$ cat config.mk
export PLATFORM = sky130hd
export DESIGN_NAME = ddr2_sdram_ex_exp_lane
export DESIGN_NICKNAME = d
export VERILOG_FILES = /design/src/rtl/ddr2_sdram_ex_lfsr_checker_pkg.sv /design/src/rtl/ddr2_sdram_ex_exp_lane.sv
export SDC_FILE = /design/constraint.sdc
export NUM_CORES = 1
export LEC_CHECK = 0
export BUFFER_PORTS_ARGS = -buffer_cell sky130_fd_sc_hd__buf_2
export CAP_MARGIN = 20
export CORE_AREA = 2 2 39 41
export CTS_CLUSTER_SIZE = 10
export DETAILED_ROUTE_END_ITERATION = 6
export DIE_AREA = 0 0 41 43
export GPL_ROUTABILITY_DRIVEN = 0
export MAX_ROUTING_LAYER = met4
export PLACE_DENSITY = 0.55
export SLEW_MARGIN = 20
export SYNTH_ARGS = -nofsm -noshare
export SYNTH_HDL_FRONTEND = slang
export SYNTH_SLANG_ARGS = --single-unit
export TNS_END_PERCENT = 20
$ cat constraint.sdc
create_clock -name clk -period 0.9 [get_ports clk]
set_input_delay 0.045 -clock clk [delete_from_list [all_inputs] [get_ports clk]]
set_output_delay 0.045 -clock clk [all_outputs]
set_load 0.05 [all_outputs]
$ cat src/rtl/ddr2_sdram_ex_lfsr_checker_pkg.sv
// ddr2_sdram_ex_lfsr_checker_pkg: shared lane width, LFSR taps, checker FSM states and LFSR step.
package ddr2_sdram_ex_lfsr_checker_pkg;
  localparam int LANE_W = 8;
  localparam logic [LANE_W-1:0] TAP_MASK = 8'h1D;
  typedef enum logic [1:0] {IDLE, CHECK, FIN} state_t;
  function automatic logic [LANE_W-1:0] lfsr_step(input logic [LANE_W-1:0] c);
    return {c[LANE_W-2:0], 1'b0} ^ (c[LANE_W-1] ? TAP_MASK : '0);
  endfunction
endpackage

$ cat src/rtl/ddr2_sdram_ex_exp_lane.sv
// ddr2_sdram_ex_exp_lane: one byte lane of expected read data, an x^8+x^4+x^3+x^2+1 LFSR.
module ddr2_sdram_ex_exp_lane
  import ddr2_sdram_ex_lfsr_checker_pkg::*;
#(
  parameter logic [LANE_W-1:0] SEED = '0
) (
  input  logic              clk,
  input  logic              reset_n,
  input  logic              load,
  input  logic              advance,
  output logic [LANE_W-1:0] data
);
  logic [LANE_W-1:0] data_q, data_d;
  always_comb data_d = load ? SEED : advance ? lfsr_step(data_q) : data_q;
  always_ff @(posedge clk or negedge reset_n)
    if (!reset_n) data_q <= SEED;
    else data_q <= data_d;
  assign data = data_q;
endmodule

After elaboration in Yosys (flattened, before gate mapping)
Cells that the tools add are included.
{"block": "op_classes", "n_bitwise": 1, "n_mux": 3, "reduce_logical": 1}
{"cell": "8-bit two-way mux", "n": 2}
{"cell": "8-bit by 5-bit bitwise XOR with 8-bit output", "n": 1}
{"cell": "5-bit two-way mux", "n": 1}
{"cell": "2-bit nonzero test", "n": 1}
{"block": "totals", "output_inout_bits": 8, "input_bits": 4, "elab_cells": 6, "regBits": 8}

Depth between registers and ports, before layout
Gate-level depths: netlist of the first run.
{"block": "logic_depth", "word_depth": 4, "mapped_depth": 3, "ltp_nobuf": 2}

Least setup slack after synthesis of the first run
Ideal clock, no wire load.
{"block": "synth_timing", "path_kind": "reg-to-reg", "from": "reg data_q[7] (netlist: data[7])", "to": "reg data_q[3] (netlist: data[3])", "required_time_ps": 806, "period_less_slack_ps": 1239, "slack_ps": -339, "setup_time_ps": 94, "t_arrival_ps": 1145, "path_stages_with_launch": 4, "path_buffers": 1, "path_cell_list": "dfrtp_1 > clkbuf_2 > xnor2_1 > a211oi_1"}
{"block": "synth_via", "elab_chain_len": 4}
{"item": "start: declaration", "line_no": "ddr2_sdram_ex_exp_lane.sv:13", "text": "logic [LANE_W-1:0] data_q, data_d;"}
{"item": "start signal: assignment", "line_no": "ddr2_sdram_ex_exp_lane.sv:17", "text": "else data_q <= data_d;"}
{"item": "5-bit two-way mux", "line_no": "ddr2_sdram_ex_lfsr_checker_pkg.sv:7", "text": "return {c[LANE_W-2:0], 1'b0} ^ (c[LANE_W-1] ? TAP_MASK : '0);"}
{"item": "8-bit by 5-bit bitwise XOR with 8-bit output", "line_no": "ddr2_sdram_ex_lfsr_checker_pkg.sv:7"}
{"item": "8-bit two-way mux (2 in series)", "line_no": "ddr2_sdram_ex_exp_lane.sv:14", "text": "always_comb data_d = load ? SEED : advance ? lfsr_step(data_q) : data_q;"}
No other way between the ends. The select of a mux whose other input is x is not followed.
A chain may end at the register's enable or synchronous reset.

Worst setup path in the final report of the first run
{"block": "layout_timing", "from": "reg data_q[7] (netlist: data[7])", "to": "out data[7]"}
{"item": "end: declaration", "line_no": "ddr2_sdram_ex_exp_lane.sv:11", "text": "output logic [LANE_W-1:0] data"}
No word-level cell between the ends.

==> metrics.md, run 1 <==
| Metric | Value |
|---|---|
| Status | finished, violations left |
| Failing checks | negative setup slack |
| Clock skew | 3.29 ps |
| Worst path bufs/invs | 1 |
| Multi-input logic area | 129 µm² |
| Endpoint class of the critical path | output port |
| CTS tree | yes |
| Hold Crit Class | in -> reg |
| Worst setup path category | reg -> out |
| Yosys warnings | 0 |
| Htree depth | 1 |
| Slowest cell on crit path | dfrtp_2 |
| Final Hold Fails | 0 |
| CP startpoint kind | flip-flop |
| Final core utilization | 35.3% |
| Number of global-route vias before repair | 224 |
| Antenna violations before repair | 0 |
| Ant. Diodes | 0 |
| Critical path's top delay family | flip-flops |
| Total CTS buffers | 3 |
| Synth Net Count | 34 |
| Syn Area/Cell | about 12 µm² |
| Power per cell area | about 1600 mW/mm² |
| Max VDD drop | 0.621 mV |
| WL per Instance | approximately 10 µm |
| GR Util met3 | 4.71% |
| P&R area growth vs syn | 41.3% |
| Placed cell count | 54 |
| Seq cells post-synth | 8 |
| GRT met1 Usage | 9.30% |
| Clock sink total | 8 |
| Fin area | 488 µm² |
| CTS max path bufs | 2 |
| Starting density of the core | 25.0% |
| Critical path, cell by cell | buf_6 |
| Largest net degree at the start of global routing | 12 |
| Root Buffer | clkbuf_4 |
| Pre-antenna DRT Iters | 3 |
| Slew HR | between 80 and 90% |
| Max_cap viols | 0 |
| Area of the mapped netlist | around 350 µm² |
| Share of layout cells above drive strength 1 | 34.9% |
| Die extent in x | 41 µm |
| Slew @ Worst Pin | 221 ps |
| Met2 Track Usage GR | 10.3% |
| Setup ws final | -22.0 ps |
| Placed Area | just over 400 µm² |
| Sequential fraction of the synthesis area | 58.0% |
| GRT busiest layer | met2 |
| Global-route wire length before repair | 903 µm |
| Chip Height | 43 µm |
| I/O Pins | 12 |
| Highest Clock Rate | 1080 MHz |
| Initial DRC Count | 2 |
| Pleak | 0.235 nW |
| Tot GR Track Use | 8.84% |
| Synthesized instance count | 30 |
| Setup bufs post-CTS | 0 |
| Total number of vias | 252 |
| Drc violations | 0 |
| Row count | 14 |
| Non-Filler Instances | 59 |
| CP max stage delay | 450 ps |
| DRT antenna net count | 0 |
| Worst-path clk slew | 60 ps |
| Port buffer count | 11 |
| Final net count | 48 |
| RSZ-0062 raised after global routing | true |
| Via/cell ratio | 4.27 |
| Final Max Tran Viols | 0 |
| Final period utilization | 102% |
| # setup viols final | 2 |
| Tmin final | 922 ps |
| Yosys cell types | 8 |
| Worst Hold Margin | 62.1 ps |
| Drt total wl | 611 µm |
| Grt ovf | 0 |
| Register area | slightly above 200 µm² |
| DIE AREA | 0.00176 mm² |
| Critical Path AT | between 800 and 900 ps |
| Clk_lat worst skew | ~250 ps |
| Core Area | 0.00138 mm² |
| Max FFs per register | 8 |
| Total Power | roughly 0.78 mW |
| Crit Path Max Fanout | 6 |
| Critical Path RT | roughly 850 ps |
| Fillers | 143 |
==> power by group <==
part	switching [mW]	internal, mW
sequential	0.0104	0.370
clock	0.120	0.169
combinational	0.0692	0.0403
total	0.199	0.580
==> kinds of logic after synthesis <==
kind of cell    synth area share (%)
buf+inv                         4.71
compound gates                  6.52
xor+xnor                        7.61
flops                           58.0
simple gates                    8.70
mux                             14.5
==> cell type report <==
type	count	share of cell area, %
tap	16	4.10
clock buffer	4	5.38
sequential	8	41.3
timing repair buffer	12	22.8
multi-input combinational	19	26.4
==> layout by cell type (no fill, tap or decap) <==
cell type	count
buf_2	3
mux2i_1	5
nor2_1	8
clkbuf_4	3
buf_4	1
dfrtp_2	1
buf_6	7
clkbuf_1	1
dlygate4sd3_1	1
dfrtp_1	7
a211oi_1	3
xnor2_1	3
==> through the flow <==
step	TNS [ps]	worst slack [ps]
floorplan	-768	-181
global placement	0	53.1
detailed placement	0	10.6
CTS	-66.5	-38.3
global route	-223	-70.3
finish	-36.1	-22.0
==> repair_timing <==
| action | 4_1_cts | 5_1_grt |
|---|---|---|
| endpoints found under the setup margin | 9 | 11 |
| resized for setup | 11 | 4 |
| hold endpoints to repair | 8 | 0 |
| hold buffers | 1 | 0 |
==> cell usage after synthesis <==
library cell | number | area (µm²)
a211oi_1 | 3 | 22.5
clkbuf_2 | 1 | 5.00
buf_4 | 1 | 7.51
mux2i_1 | 5 | 50.1
dfrtp_1 | 8 | 200
xnor2_1 | 3 | 26.3
nor2_1 | 8 | 30.0
buf_1 | 1 | 3.75
==> layer usage <==
metal	up-vias	wire length [µm]
met5	-	0
met4	0	8
met3	2	34
met2	6	273
met1	119	293
li1	125	-
==> path summary, 6_finish.rpt <==
kind                       cells past startpoint                start             endpoint  slack [ps]
max reg2reg                                    2  data[7]$_DFFE_PN0P_  data[4]$_DFFE_PN0P_         -10
min reg2reg                                    2  data[0]$_DFFE_PN0P_  data[1]$_DFFE_PN0P_         580
min                                            2                 load  data[7]$_DFFE_PN0P_          60
max in group asynchronous                      2              reset_n  data[7]$_DFFE_PN0P_         550
max                                            1  data[7]$_DFFE_PN0P_              data[7]         -20
min in group asynchronous                      2              reset_n  data[2]$_DFFE_PN0P_         160
Power figures use the tool's default switching activity.
==> inputs of run 2 (changes only) <==
Settings changed: CELL_PAD_IN_SITES_DETAIL_PLACEMENT from default to 0, CELL_PAD_IN_SITES_GLOBAL_PLACEMENT from default to 1, PLACE_DENSITY 0.55 to 0.66.
==> run 2 against run 1 <==
  * The run still ends with negative setup slack left
  * Count of clock-buffer cells in the layout unchanged
  * Routed wire length is 7.7% higher
  * Critical endpoint unchanged
  * Register-to-register slack better by 40 ps
  * Critical path depth stayed put
  * Via count is 0.79% lower
  * Global-route usage grew 0.82 points
  * Critical path type unchanged
  * Sequential cell count unchanged
  * Non-clock buffer count is the same
  * Combinational power is 5% higher
  * Sequential power about the same
  * Largest power group unchanged
  * First-iteration DRC count decreased by 50%
==> metrics.md, run 2 (synthesis results as in run 1) <==
| Metric | Value |
|---|---|
| Total number of vias | 250 |
| Status | finished, violations left |
| CP startpoint kind | flip-flop |
| Starting density of the core | 25.0% |
| Failing checks | negative setup slack |
| Htree depth | 1 |
| Comb pwr share | 14.6% |
| Clk_lat worst skew | 250 ps |
| Max VDD drop | about 0.84 mV |
| Slew HR | about 83% |
| Tot GR Track Use | 9.66% |
| CTS max path bufs | 2 |
| Core Area | approximately 0.0014 mm² |
| Drt total wl | ~660 µm |
| Placed cell count | 54 |
| Max FFs per register | 8 |
| Pre-antenna DRT Iters | 2 |
| Multi-input logic area | 134 µm² |
| Highest Clock Rate | 1090 MHz |
| Chip Height | 43 µm |
| Final core utilization | approximately 36% |
| Slowest cell on crit path | dfrtp_2 |
| Number of global-route vias before repair | between 200 and 250 |
| Worst setup path category | reg -> out |
| Die extent in x | 41 µm |
| # setup viols final | 1 |
| Grt ovf | 0 |
| Final Max Tran Viols | 0 |
| I/O Pins | 12 |
| Global-route wire length before repair | 1020 µm |
| Clock skew | 1.59 ps |
| Drc violations | 0 |
| Hold Crit Class | in -> reg |
| Total Power | just under 0.8 mW |
| Max_cap viols | 0 |
| Critical Path RT | 850 ps |
| DRT antenna net count | 0 |
| Row count | 14 |
| Setup bufs post-CTS | 0 |
| P_int | 0.583 mW |
| Ant. Diodes | 0 |
| Critical path's top delay family | flip-flops |
| Endpoint class of the critical path | output port |
| Slew @ Worst Pin | 253 ps |
| Critical path, cell by cell | buf_6 |
| Largest net degree at the start of global routing | 12 |
| Power per cell area | 1580 mW/mm² |
| Antenna violations before repair | 0 |
| Total CTS buffers | 3 |
| RSZ-0062 raised after global routing | true |
| Root Buffer | clkbuf_4 |
| WL per Instance | between 10 and 15 µm |
| Placed Area | 405 µm² |
| Fin area | 497 µm² |
| CP max stage delay | 450 ps |
| Clock sink total | 8 |
| Register area | 201 µm² |
| Initial DRC Count | 1 |
| Tmin final | between 900 and 1000 ps |
| Port buffer count | 11 |
| Switching power total | 0.201 mW |
| Via/cell ratio | between 4 and 5 |
| Critical Path AT | 870 ps |
| Most frequent cells in the layout | 8 x nor2_1, 8 x buf_6, 7 x dfrtp_1, 5 x mux2i_1 |
| Clock power frac | a little under two fifths |
| DIE AREA | 0.00176 mm² |
| Net Sw Frac | 25.7% |
| Final net count | 48 |
| Crit Path Max Fanout | 6 |
| Non-Filler Instances | 59 |
| Final period utilization | 102% |
| Worst path bufs/invs | 1 |
| Pleak | 0.237 nW |
| Fillers | 146 |
| Setup ws final | -19.9 ps |
| P&R area growth vs syn | 43.8% |
| Sequential share of power | 48.7% |
| CTS tree | yes |
| Share of layout cells above drive strength 1 | between 30% and 40% |
| Worst-path clk slew | approximately 50 ps |
| Final Hold Fails | 0 |
-- run 2: through the flow --
step           hold WS [ps]  TNS (ps)  setup slack (ps)
5_1_grt                59.0      -236             -62.7
3_5_place_dp           -104         0              24.2
2_1_floorplan          -251      -768              -181
6_report               63.9     -19.9             -19.9
4_1_cts                58.3     -40.1             -37.3
3_3_place_gp           -103         0              61.0
-- run 2: timing repair --
action / CTS / global route
endpoints found under the setup margin: 8 / 11
hold buffers: 1 / 0
hold endpoints to repair: 8 / 0
resized for setup: 15 / 2
-- run 2: layout make-up --
type,instances,share of cell area [%]
clock buffers,4,5.29
repair buffers,12,23.2
well taps,16,4.03
multi-input cells,19,27.0
flip-flops and latches,8,40.6
-- run 2: power groups by stage --
stage	registers [mW]	logic, mW	clock network (mW)
global placement	0.386	0.0963	0
detailed placement	0.386	0.0966	0
floorplan	0.421	0.0357	0
finish	0.382	0.114	0.288
CTS	0.382	0.112	0.307
global route	0.383	0.123	0.337
-- run 2: worst paths after layout --
check,start,to,slack (ps),cells past startpoint
worst min-delay path,load,data[4]$_DFFE_PN0P_,60,2
worst min register to register,data[5]$_DFFE_PN0P_,data[5]$_DFFE_PN0P_,580,2
max in group asynchronous,reset_n,data[7]$_DFFE_PN0P_,570,2
worst max-delay path,data[7]$_DFFE_PN0P_,data[7],-20,1
worst max register to register,data[7]$_DFFE_PN0P_,data[4]$_DFFE_PN0P_,30,2
min in group asynchronous,reset_n,data[6]$_DFFE_PN0P_,160,2
-- run 2: layer usage --
metal	vias up	GRT usage [%]	routed length, µm
met2	9	10.0	321
met4	0	4.00	0
met5	-	-	0
met3	0	9.95	73
met1	118	11.9	264
li1	123	-	-
